File: src/rtl/mux_rr_arbiter_pkg.sv
// ============================================================================
// mux_rr_arbiter_pkg : shared types and sizes for the round-robin mux arbiter
// Revision: 1.0
// ============================================================================
`default_nettype none

package mux_rr_arbiter_pkg;

   localparam int N_REQ        = 4;
   localparam int SEL_W        = 2;
   localparam int MAX_HOLD_DEF = 20;
   localparam int HOLD_W       = $clog2(MAX_HOLD_DEF + 1);

   typedef enum logic [1:0] {
      IDLE  = 2'd0,
      GRANT = 2'd1,
      GUARD = 2'd2
   } state_t;

endpackage

`default_nettype wire

File: src/rtl/mux_rr_arbiter_rr_pick.sv
// ============================================================================
// rr_pick : combinational round-robin picker, search starts at ptr+1 and wraps
// Revision: 1.0
// ============================================================================
`default_nettype none

module rr_pick
   import mux_rr_arbiter_pkg::*;
(
   input  logic [N_REQ-1:0] req,
   input  logic [SEL_W-1:0] ptr,
   output logic             valid,
   output logic [SEL_W-1:0] idx
);

   logic [SEL_W-1:0] cand;

   // Scan from the farthest offset down so the nearest requester wins last.
   always_comb begin
      valid = 1'b0;
      idx   = '0;
      cand  = '0;
      for (int k = N_REQ - 1; k >= 0; k--) begin
         cand = ptr + SEL_W'(k + 1);
         if (req[cand]) begin
            valid = 1'b1;
            idx   = cand;
         end
      end
   end

endmodule

`default_nettype wire

File: src/rtl/mux_rr_arbiter.sv
// ============================================================================
// mux_rr_arbiter : round-robin N:1 mux arbiter with hold limit and guard cycle
// Revision: 1.0
// ============================================================================
`default_nettype none

module mux_rr_arbiter #(
   parameter int N_REQ    = 4,
   parameter int MAX_HOLD = 20
) (
   input  logic             clk,
   input  logic             reset_n,
   input  logic [N_REQ-1:0] req,
   output logic [N_REQ-1:0] gnt,
   output logic [1:0]       s,
   output logic             ctrl,
   output logic             busy
);

   import mux_rr_arbiter_pkg::*;

   localparam int             CNT_W    = $clog2(MAX_HOLD + 1);
   localparam logic [CNT_W-1:0] HOLD_MAX = CNT_W'(MAX_HOLD);

   state_t           state, state_d;
   logic [CNT_W-1:0] cnt, cnt_d;
   logic [1:0]       last, last_d;
   logic [N_REQ-1:0] gnt_d;
   logic [1:0]       s_d;
   logic             ctrl_d, busy_d;

   logic             pick_valid;
   logic [1:0]       pick_idx;
   logic             at_max, others, release_now;

   rr_pick u_pick (
      .req   (req),
      .ptr   (last),
      .valid (pick_valid),
      .idx   (pick_idx)
   );

   assign at_max      = (cnt == HOLD_MAX);
   assign others      = |(req & ~gnt);
   assign release_now = !req[s] || (at_max && others);

   always_ff @(posedge clk) begin
      if (!reset_n) begin
         state <= IDLE;
         cnt   <= '0;
         last  <= 2'd3;
         gnt   <= '0;
         s     <= 2'b00;
         ctrl  <= 1'b0;
         busy  <= 1'b0;
      end else begin
         state <= state_d;
         cnt   <= cnt_d;
         last  <= last_d;
         gnt   <= gnt_d;
         s     <= s_d;
         ctrl  <= ctrl_d;
         busy  <= busy_d;
      end
   end

   always_comb begin
      state_d = state;
      case (state)
         IDLE:    if (pick_valid) state_d = GRANT;
         GRANT:   if (release_now) state_d = GUARD;
         GUARD:   state_d = pick_valid ? GRANT : IDLE;
         default: state_d = IDLE;
      endcase
   end

   // Next values of the registered outputs; s is kept through GUARD and IDLE.
   always_comb begin
      gnt_d  = gnt;
      s_d    = s;
      ctrl_d = ctrl;
      cnt_d  = cnt;
      last_d = last;
      if (state_d == GRANT && state != GRANT) begin
         gnt_d  = N_REQ'(1) << pick_idx;
         s_d    = pick_idx;
         ctrl_d = 1'b1;
         cnt_d  = CNT_W'(1);
         last_d = pick_idx;
      end else if (state_d == GRANT) begin
         cnt_d = at_max ? cnt : cnt + CNT_W'(1);
      end else begin
         gnt_d  = '0;
         ctrl_d = 1'b0;
         cnt_d  = '0;
      end
      busy_d = (state_d != IDLE);
   end

endmodule

`default_nettype wire
File: config.mk
export PLATFORM = sky130hd
export DESIGN_NAME = mux_rr_arbiter
export DESIGN_NICKNAME = d
export VERILOG_FILES = /design/src/rtl/mux_rr_arbiter_pkg.sv /design/src/rtl/mux_rr_arbiter_rr_pick.sv /design/src/rtl/mux_rr_arbiter.sv
export SDC_FILE = /design/constraint.sdc
export NUM_CORES = 1
export LEC_CHECK = 0
export ABC_AREA = 1
export ABC_CLOCK_PERIOD_IN_PS = 3100
export CAP_MARGIN = 15
export CELL_PAD_IN_SITES_DETAIL_PLACEMENT = 2
export CELL_PAD_IN_SITES_GLOBAL_PLACEMENT = 2
export CORE_MARGIN = 2
export CORE_UTILIZATION = 31
export CTS_CLUSTER_SIZE = 28
export DETAILED_ROUTE_END_ITERATION = 12
export PLACE_DENSITY_LB_ADDON = 0.1
export SYNTH_ARGS = -nofsm -noshare
export SYNTH_HDL_FRONTEND = slang
export SYNTH_SLANG_ARGS = --single-unit
File: constraint.sdc
create_clock -name clk -period 3.1 [get_ports clk]
set_clock_uncertainty 0.15 [all_clocks]
set_input_delay 0.62 -clock clk [delete_from_list [all_inputs] [get_ports clk]]
set_output_delay 0.62 -clock clk [all_outputs]
set_load 0.02 [all_outputs]
==> results of run 1 <==
[where the power goes]
| group | switching (mW) | leakage, nW | internal [mW] |
|---|---|---|---|
| clock | 0.0748 | 0.0177 | 0.0482 |
| combinational | 0.437 | 0.436 | 0.233 |
| sequential | 0.0724 | 0.140 | 0.291 |
[area by class of cell]
class                           count  area [um2]  area share (%)
Tap cell                           44       55.05           4.527
Inverter                           28       105.1           8.642
Clock inverter                      1       5.005          0.4115
Clock buffer                        3       22.52           1.852
Timing Repair Buffer               13       130.1           10.70
Multi-Input combinational cell    109       558.0           45.88
Sequential cell                    17       340.3           27.98
[cell usage in the layout, fill, tap and decap left out]
cell	instances
clkinv_2	1
nand2_2	5
ha_1	2
o21a_1	1
nor2_1	11
a21oi_1	6
o21ai_2	2
nor2_8	1
o22ai_1	1
dfxtp_1	17
clkdlybuf4s50_1	13
nand4_1	1
inv_2	1
nand3_2	3
clkbuf_4	3
nor2_2	2
inv_1	27
nand3_1	13
or2_2	1
nand2_1	49
a211oi_1	1
xnor2_1	1
o21ai_0	5
nand2_4	1
o21bai_1	3
[routing by layer]
metal	GRT usage, %	wire length (um)
met2	35.41	1579
met1	24.16	1437
met3	2.521	67
met4	7.143	51
met5	0	0
[worst min-delay path by stage]
stage / end / slack [ps] / cells past startpoint
2_1_floorplan: cnt[4]$_SDFFE_PP0P_ / 300 / 2
5_1_grt: cnt[4]$_SDFFE_PP0P_ / 390 / 2
4_1_cts: cnt[4]$_SDFFE_PP0P_ / 360 / 2
6_report: cnt[4]$_SDFFE_PP0P_ / 350 / 2
3_3_place_gp: cnt[4]$_SDFFE_PP0P_ / 320 / 2
3_5_place_dp: cnt[4]$_SDFFE_PP0P_ / 350 / 2
[cells by family after synthesis]
logic type / count (synthesis) / synth area share, %
compound gates: 19 / 11.47
xor+xnor: 1 / 0.8633
flops: 17 / 33.54
fa+ha+maj: 2 / 2.466
buf+inv: 29 / 11.47
simple gates: 87 / 40.20
[state kept, by name, summed over array words and instances (netlist names)]
register	count
last	2
gnt	4
s	2
ctrl	1
cnt	5
busy	1
state	2
[tightest hold or removal path: cells and delay by family (launching register included)]
| kind | cells | cell delay [ps] |
|---|---|---|
| flops | 1 | 340 |
| simple gates | 1 | 70 |
| compound gates | 1 | 60 |
[metrics by stage]
| stage | instance area, um2 | util [%] | instances | hold slack [ps] | setup WS [ps] |
|---|---|---|---|---|---|
| final | 1216 | 39.51 | 215 | 353.8 | 965.4 |
| after global routing | 1216 | 39.51 | 215 | 392.4 | 800.9 |
| after detailed placement | 1189 | 38.62 | 211 | 346.3 | 665.4 |
| after CTS | 1216 | 39.51 | 215 | 362.3 | 938.3 |
| after floorplan | 1015 | - | 155 | 303.0 | 1501 |
| after global placement | 1189 | 38.62 | 211 | 324.5 | 693.3 |
==> impl_metrics.tcl, run 1 <==
set metrics [dict create \
    hp-start "cnt[4]$_SDFFE_PP0P_" \
    crit_chain "clkdlybuf4s50_1" \
    fmax_mhz 468.5 \
    grt_use_total_pct 19.79 \
    grt_max_degree 12 \
    cp-end-kind "output pin" \
    tns_ps 0 \
    synth.distinct_cells 23 \
    post_cts_buffers 0 \
    max-vdd-ir-drop_v 0.0004105 \
    fillCellCount 409 \
    setup-violations-final 0 \
    firstDrtPassIters 4 \
    cts_made_buffers 3 \
    critPathLaunch "s[0]$_SDFFE_PN0P_" \
    dieArea_mm2 0.003747 \
    core-area_mm2 0.003078 \
    gp_congestion 0.8073 \
    cp.depth 1 \
    yosysMostFrequentCell "nand2_1" \
    rr_worst_depth 11 \
    worstPathArrival_ps 1360 \
    yosys.area.top_type "dfxtp_1" \
    clock-sinks 17 \
    power.leakage_nw 0.5933 \
    synth_cells 155 \
    detailed_place_hpwl_mm 2.605 \
    antenna_found_initial 0 \
    cts_resized 0 \
    hold_path_class "reg -> reg" \
    drive_above_1_share_pct 11.70 \
    synth.top_cell.area_share_pct 33.54 \
    cp_max_fo 5 \
    routed_wl_mm 3.137 \
    insertedDiodeCount 0 \
    grt_first_pass_wirelength_mm 5.340 \
    drc 0 \
    powerDensity_mw_per_mm2 950.7 \
    r2r_slack_ps 1110 \
    die_w_um 61.21 \
    cts_htree_levels 1 \
    tightest_slew_ps 452.5 \
    ctsHoldBuffers 0 \
    total_power_mw 1.156 \
    slew_headroom_pct 69.79 \
    endpoint "s[0]" \
    critical-path-max-stage-delay_ps 640 \
    cts_root_buf "clkbuf_4" \
    period_minus_slack_ps 2135 \
    grt_pass1_vias 1137 \
    grt.overflow.total 0 \
    synth_nets 163 \
    synth-edff-count 0 \
    num_rows 20 \
    ys_seq_area_share_pct 33.54 \
    critPathSlowestCell "clkdlybuf4s50_1" \
    initial_core_util_pct 32.97 \
    rsz0062_at_grt "no" \
    maxCapViolCount 0 \
    worstSetupPathType "reg -> out" \
    via_per_inst 4.744 \
    tritoncts "built" \
    r2r_start "last[0]$_SDFFE_PN1P_" \
    status "finished clean" \
    clock_path_buffers 2 \
    antenna_left 0 \
    clkTransAtPathRegs_ps 110 \
    ys_top_cells_by_area "dfxtp_1 (34%), nand2_1 (18%), inv_1 (10%)" \
    reg2reg_to "ctrl$_SDFFE_PN0P_" \
    wl_per_cell_um 14.59 \
    syn_area_mm2 0.001015 \
    port_buffers 13 \
    synth-async-reset-ratio_pct 0 \
    synth-seq-cells 17 \
    syn_avg_cell_area_um2 6.547 \
    cp-start-kind "register" \
    die_h_um 61.21 \
    ioPinCount 14 \
    ys.flop_type "dfxtp_1" \
    dr_total_vias 1020 \
    hold_violations 0 \
    worstSkewPairLatency_ps 300 \
    crit_required_ps 2330 \
    drv_slew 0 \
    netlist_top_cells_count "nand2_1 (49), inv_1 (27), dfxtp_1 (17), nand3_1 (13), nor2_1 (11)" \
    period_share_pct 68.86 \
    drt_iter0_markers 25 \
    crit_buf_inv 1 \
    ys_warn_count 0 \
    synthToLayoutAreaGrowth_pct 19.85 \
    cp_top_family "buffers and inverters" \
    finalNetCount 180 \
]
Note: power is estimated with default switching activity, not from simulation.
==> run 2, diff against run 1 <==
--- a/config.mk
+++ b/config.mk
@@ -6,12 +6,12 @@
 export NUM_CORES = 1
 export LEC_CHECK = 0
 export ABC_AREA = 1
-export ABC_CLOCK_PERIOD_IN_PS = 3100
+export ABC_CLOCK_PERIOD_IN_PS = 1900
 export CAP_MARGIN = 15
 export CELL_PAD_IN_SITES_DETAIL_PLACEMENT = 2
 export CELL_PAD_IN_SITES_GLOBAL_PLACEMENT = 2
 export CORE_MARGIN = 2
-export CORE_UTILIZATION = 31
+export CORE_UTILIZATION = 26
 export CTS_CLUSTER_SIZE = 28
 export DETAILED_ROUTE_END_ITERATION = 12
 export PLACE_DENSITY_LB_ADDON = 0.1
==> constraint.sdc (replaced) <==
create_clock -name clk -period 1.9 [get_ports clk]
set_clock_uncertainty 0.15 [all_clocks]
set_input_delay 0.38 -clock clk [delete_from_list [all_inputs] [get_ports clk]]
set_output_delay 0.38 -clock clk [all_outputs]
set_load 0.02 [all_outputs]
==> impl_metrics.tcl, run 2 (same netlist as run 1, synthesis figures left out) <==
set metrics [dict create \
    ioPinCount 14 \
    initial_core_util_pct 27.31 \
    detailed_place_hpwl_mm 2.859 \
    routed_wl_mm 3.443 \
    wl_per_cell_um 14.78 \
    num_rows 22 \
    cts_made_buffers 3 \
    p_int_mw 1.101 \
    grt_use_total_pct 17.50 \
    p_clk_share_pct 12.7 \
    mostFrequentLayoutCell "nand2_1" \
    max-vdd-ir-drop_v 0.0004800 \
    synthToLayoutAreaGrowth_pct 35.51 \
    switching_share_pct 48.13 \
    gp_congestion 0.7817 \
    largest_register "cnt" \
    period_minus_slack_ps 1784 \
    worstSetupPathType "reg -> out" \
    cts_root_buf "clkbuf_8" \
    crit_required_ps 1370 \
    grt_pass1_vias 1206 \
    antenna_found_initial 0 \
    tritoncts "built" \
    power.leakage_nw 0.7044 \
    final_cell_mix "nand2_1 (48), inv_1 (24), dfxtp_1 (15), buf_4 (14), nand3_1 (13)" \
    p_comb_share_pct 59.9 \
    largest_reg_flops 5 \
    dieArea_mm2 0.004418 \
    whs_ps 340.5 \
    cp_top_family "buffers and inverters" \
    postLayoutCoreUtil_pct 37.00 \
    worstPathArrival_ps 1250 \
    firstDrtPassIters 4 \
    cts_htree_levels 1 \
    tns_ps 0 \
    die_w_um 66.47 \
    drc 0 \
    antenna_left 0 \
    period_share_pct 93.90 \
    critPathSlowestCell "clkdlybuf4s50_1" \
    crit_buf_inv 1 \
    maxCapViolCount 0 \
    cp-end-kind "output pin" \
    clock_path_buffers 2 \
    finalWorstSetupSlack_ps 116.0 \
    port_buffers 13 \
    grt.overflow.total 0 \
    finalNetCount 194 \
    drv_slew 0 \
    instances_no_fill 233 \
    cp_max_fo 3 \
    ctsHoldBuffers 0 \
    clock-sinks 17 \
    drive_above_1_share_pct 22.16 \
    powerDensity_mw_per_mm2 1543 \
    die_h_um 66.47 \
    dr_total_vias 1081 \
    cp-start-kind "register" \
    grt_max_degree 10 \
    post-place-cells 228 \
    fmax_mhz 560.5 \
    tightest_slew_ps 296.6 \
    setup-violations-final 0 \
    grt_first_pass_wirelength_mm 5.789 \
    seq_power_share_pct 27.4 \
    reg_top3 "cnt x5, gnt x4" \
    via_per_inst 4.639 \
    core-area_mm2 0.003716 \
    hold_path_class "reg -> reg" \
    hold_violations 0 \
    clkTransAtPathRegs_ps 70 \
    status "finished clean" \
    worstSkewPairLatency_ps 250 \
    slew_headroom_pct 80.16 \
    insertedDiodeCount 0 \
    critical-path-max-stage-delay_ps 620 \
    crit_chain "clkdlybuf4s50_1" \
    drt_iter0_markers 21 \
    p_sw_mw 1.021 \
    pre_cts_ws_ps -439.0 \
]
[run 2: cell count changes in the layout (fill, tap and decap cells not counted), moves of 3 or more]
cell	before	now
buf_4	0	14
clkdlybuf4s50_1	13	8
clkbuf_4	3	0
clkbuf_8	0	3
dlymetal6s2s_1	0	3
inv_1	27	24
inv_2	1	4
[run 2: final timing paths]
kind	from	slack, ps	end	cells after the start
max	gnt[1]$_SDFFE_PN0P_	120	gnt[1]	1
min reg2reg	cnt[4]$_SDFFE_PP0P_	340	cnt[4]$_SDFFE_PP0P_	2
max reg2reg	last[0]$_SDFFE_PN1P_	190	ctrl$_SDFFE_PN0P_	13
min	cnt[4]$_SDFFE_PP0P_	340	cnt[4]$_SDFFE_PP0P_	2
[run 2: area by class of cell]
cell class | instances | area [um2]
inverters | 28 | 105.1
clock buffers | 4 | 45.04
well taps | 48 | 60.06
fillers | 461 | 2341
flip-flops and latches | 17 | 342.8
multi-input cells | 109 | 581.8
repair buffers | 27 | 240.2
[run 2: what timing repair did]
item	in CTS	in global routing
endpoints found under the hold margin	0	0
endpoints found under the setup margin	7	6
pin swaps	0	4
setup buffers	0	1
gates resized for setup	5	10
[run 2: power by group through the flow]
stage,Combinational [mW],Clock (mW),Sequential [mW]
6_report,1.27,0.270,0.582
5_1_grt,1.42,0.293,0.600
4_1_cts,1.26,0.275,0.581
3_5_place_dp,1.22,0,0.588
3_3_place_gp,1.17,0,0.578
2_1_floorplan,0.675,0,0.637
[run 2: stage by stage]
| stage | total power [mW] | area (um2) |
|---|---|---|
| global placement | 1.750 | 1291 |
| finish | 2.122 | 1375 |
| CTS | 2.118 | 1346 |
| detailed placement | 1.809 | 1291 |
| floorplan | 1.311 | 1015 |
| global route | 2.317 | 1375 |
[run 2: layer usage]
layer	up-vias	GRT usage [%]	part of all wire [%]
li1	544	-	-
met1	527	20.86	45
met2	8	32.63	53
met3	2	3.209	1.9
met4	0	3.061	0.41
met5	-	0	0
==> patch 1: new RTL, config.mk and constraints of run 2 <==
`N_REQ` is set to 4 in 2 places; all go to 2.
--- a/src/rtl/mux_rr_arbiter_pkg.sv
+++ b/src/rtl/mux_rr_arbiter_pkg.sv
@@ -7,5 +7,5 @@
 package mux_rr_arbiter_pkg;
 
-   localparam int N_REQ        = 4;
+   localparam int N_REQ        = 2;
    localparam int SEL_W        = 2;
    localparam int MAX_HOLD_DEF = 20;
--- a/src/rtl/mux_rr_arbiter.sv
+++ b/src/rtl/mux_rr_arbiter.sv
@@ -6,5 +6,5 @@
 
 module mux_rr_arbiter #(
-   parameter int N_REQ    = 4,
+   parameter int N_REQ    = 2,
    parameter int MAX_HOLD = 20
 ) (
Ports: changed (resized gnt and req); port bits go from 14 to 10. The function was not compared with the original's and may differ.
==> patch 1 against run 2 <==
- fmax is 1.2% lower
- worst setup slack worse by 0.022 ns
- synthesized area is 24% lower
- cell area is 33% lower
- first-iteration DRC count is 52% lower
- sequential cell count is 2 lower
- routed wire length is 44% lower
Power is not compared: it rests on default switching activity, and its combinational part moved more than twofold at a synthesized area within 25%.
==> patch 1: results (changes against run 2) <==
Initial antenna violation count: 0 (unchanged)
Post-synth cell types: 24 (+4.3%)
Clock-pin slew on the worst setup and hold paths: 0.09 ns (+0.02 ns)
Setup WS pre-CTS: -0.0561 ns (+0.383 ns)
Sequential-to-total area share from yosys stat: 39.0% (+5.4 points)
First-pass GRT wire length: 3.42 mm (-41%)
Worst hold-check path type: flop to flop
Top reg by flops: cnt
Number of iterations in the first detailed-routing pass: 3 (-1)
Data arrival time of the critical path: 1.28 ns (+0.03 ns)
Maximum level of the CTS H-tree: 1 (unchanged)
Cell depth of the worst min-delay path: 2 (unchanged)
Maximum number of pins on one net before global-route repair: 10 (unchanged)
Final layout net count: 124 (-36%)
Number of flip-flops in the largest register: 5 (unchanged)
Via count of the first global-routing pass: 735 (-39%)
Endpoint of the worst-slack reg-to-reg timing path: busy
Share of cells above drive strength 1: 17.9% (-4.2 points)
Worst-Margin Slew: 0.301 ns (+0.00404 ns)
Reg-to-reg startpoint: cnt[1]
Antenna cell count: 0 (unchanged)
Synth warn: 0 (unchanged)
Worst hold endpoint: s[1]
Placer congestion estimate: 0.690 (-12%)
Total clock buffers created by CTS: 3 (unchanged)
Setup slack, reg-to-reg: 0.25 ns (+0.06 ns)
Cell types occupying the most area after synthesis: dfxtp_1, nand2_1, nor2_1
Static leakage power: 0.000415 uW
Maximum fanout encountered on the critical timing path: 3 (unchanged)
Syn nets: 110 (-33%)
Hold wc startpoint: s[1]
Number of DRC markers after the initial detailed-route iteration: 10 (-52%)
Maximum single-stage delay on the critical path: 0.62 ns (about the same)
Total Routing Usage GR: 13.4% (-4.1 points)
Worst ir drop on vdd: 0.000442 V
Run status: finished clean
Clock Root Buffer: clkbuf_4
Total of buffers placed on input and output ports: 9 (-4)
Total number of vias: 682 (-37%)
Slowest cell on the critical path: clkdlybuf4s50_1
R2R cell count: 9 (-4)
Clk buf depth: 2 (unchanged)
Share of synthesized registers carrying an async set or reset: 0% (unchanged)
Detailed-route wire length: 1.93 mm (-44%)
Crit-path leading delay family: buffers and inverters
Later-pin clock latency in the skew report: 0.29 ns (+0.04 ns)
HPWL after detailed placement: 1.55 mm (-46%)
Crit path required time: 1.37 ns (about the same)
Main flop type after synthesis: dfxtp_1
List of most frequent post-synthesis cells: nand2_1, nor2_1, dfxtp_1
Buffers inserted during post-CTS setup optimization: 0 (unchanged)
## patch 1: final cells by class
class                      instances  area, um^2
clock buffer                       3        22.5
clock inverter                     1        5.00
fill                             324        1860
inverter                          17        63.8
multi-input combinational         71         395
sequential                        15         300
tap                               31        38.8
timing repair buffer              10         100
## patch 1: per-stage QoR
step	hold slack (ns)	instance area, um^2	instances
after floorplan	0.314	771	104
after global placement	0.327	896	144
after detailed placement	0.338	896	144
after CTS	0.362	923	148
after global routing	0.382	926	148
final	0.354	926	148
## patch 1: per-layer routing
metal  vias up  track usage (%)  part of all wire [%]
met5         -                0                     0
met3         2             3.52                   3.3
li1        353                -                     -
met1       315             17.9                    51
met4         0             4.98                  0.41
met2        12             20.7                    46
## patch 1: timing repair
action / 4_1_cts / 5_1_grt
endpoints found under the setup margin: 0 / 1
hold buffers: 0 / 0
gates resized for setup: 0 / 1
hold endpoints to repair: 0 / 0
## patch 1: worst max-delay path by stage
| stage | endpoint | cells past startpoint | start |
|---|---|---|---|
| 2_1_floorplan | busy | 9 | cnt[0] |
| 3_3_place_gp | busy | 7 | req[0] |
| 3_5_place_dp | busy | 7 | req[0] |
| 4_1_cts | s[0] | 1 | s[0] |
| 5_1_grt | gnt[1] | 1 | gnt[1] |
| 6_report | gnt[1] | 1 | gnt[1] |
## patch 1: logic make-up after synthesis
family	Yosys count	synth area share, %
xor+xnor	2	2.27
buf+inv	18	9.74
compound gates	13	12.3
flops	15	39.0
simple gates	54	33.4
fa+ha+maj	2	3.25
## patch 1: power by group
group	leakage (uW)	switching, uW	internal [uW]
registers	0.000123	34.9	350
clock network	0.0000177	108	78.2
logic	0.000274	140	95.2
==> patch 2: new RTL, config.mk and constraints of run 2 <==
Without the edit above. The 3 states of `state_t` get a one-hot encoding in 3 bits.
--- a/src/rtl/mux_rr_arbiter_pkg.sv
+++ b/src/rtl/mux_rr_arbiter_pkg.sv
@@ -12,8 +12,8 @@
    localparam int HOLD_W       = $clog2(MAX_HOLD_DEF + 1);
 
-   typedef enum logic [1:0] {
-      IDLE  = 2'd0,
-      GRANT = 2'd1,
-      GUARD = 2'd2
+   typedef enum logic [2:0] {
+      IDLE  = 3'b001,
+      GRANT = 3'b010,
+      GUARD = 3'b100
    } state_t;
 
Function: no difference found for any inputs over 10 cycles, from zero or initial values and one cycle with reset_n low; not proved beyond that.
==> patch 2 against run 2 <==
- register-to-register slack worse by 0.06 ns
- die area is 1.5% lower
- total power grew 0.50%
- fmax is 4.8% lower
- largest cell class unchanged
- sequential cell count is 1 higher
- cell area is 1.4% higher
- synthesized area down 1.6%
- global-route usage decreased by 1.3 points
- highest routed layer unchanged
- non-clock buffer count grew 3
- sequential share of layout area up 1.1 points
- critical path type is now input pin to flop
- routed wire length decreased by 6.6%
- critical endpoint is now last[1]
- worst setup slack got worse by 0.089 ns
==> patch 2: results (changes against run 2) <==
Worst hold endpoint: ctrl
Worst Hold Margin: 0.334 ns (-0.00642 ns)
Total Routing Usage GR: 16.1% (-1.3 points)
Placer congestion estimate: 0.738 (-5.6%)
Cell types occupying the most area after synthesis: dfxtp_1, nand2_1, inv_1
Sequential power: 623 uW (+7.0%)
Setup WS pre-CTS: -0.265 ns (+0.174 ns)
Part of the power in registers: 29.2% (+1.8 points)
Total number of vias: 1,060 (-1.9%)
Sequential-to-total area share from yosys stat: 36.1% (+2.6 points)
R2R cell count: 9 (-4)
Hold wc startpoint: ctrl
Maximum single-stage delay on the critical path: 0.48 ns (-0.14 ns)
Cell Count Post-Placement: 229 (+0.44%)
Area fraction in compound gates after synthesis: 14.2% (+2.7 points)
Data arrival time of the critical path: 1.86 ns (+0.61 ns)
Worst-Margin Slew: 0.247 ns (-0.0491 ns)
Fillers: 468 (+1.5%)
Launch point of the worst path: req[1]
Synthesized instance count: 153 (-1.3%)
Number of gates resized after cts: 0 (-5)
Placement-stage cell area: 0.00130 mm^2 (+0.48%)
Number of DRC markers after the initial detailed-route iteration: 28 (+33%)
Endpoint of the worst-slack reg-to-reg timing path: last[1]
Run status: finished clean
First-pass GRT wire length: 5.38 mm (-7.0%)
Routed vias/inst: 4.55 (-1.9%)
Xor and xnor fraction of the mapped netlist area: 2.63% (+1.8 points)
Syn nets: 161 (-1.2%)
List of most frequent post-synthesis cells: nand2_1, inv_1, dfxtp_1
HPWL after detailed placement: 2.66 mm (-7.0%)
Static leakage power: 0.000667 uW (-5.3%)
==> patch 2: changes by cell type after synthesis, moves of 2 or more <==
cell,change
a21oi_2,+2
inv_1,-5
nand3_1,-4
nand3_2,-3
nand4_1,+2
o21ai_0,+2
o21ai_1,+5
o21bai_1,-2
xor2_1,+2
==> patch 2: cell families (layout without fill, tap and decap cells) <==
group / after synthesis / in the layout
buffers and inverters: 26 / 58
adders and majority gates: 2 / 2
xor gates and xnor gates: 3 / 3
DFF: 18 / 18
AOI/OAI and AO/OA: 25 / 25
and+or+nand+nor: 79 / 79
==> patch 2: metal layers <==
metal | global-route usage (%) | share of wire, %
met1 | 18.8 | 44
met2 | 30.9 | 55
met3 | 1.02 | 0.93
met4 | 5.36 | 0.53
met5 | 0 | 0
==> patch 2: final cells by class <==
cell class | instances | area share [%]
sequential | 18 | 26.0
multi-input combinational | 109 | 40.9
timing repair buffer | 30 | 19.0
tap | 48 | 4.31
inverter | 25 | 6.73
clock buffer | 3 | 2.96
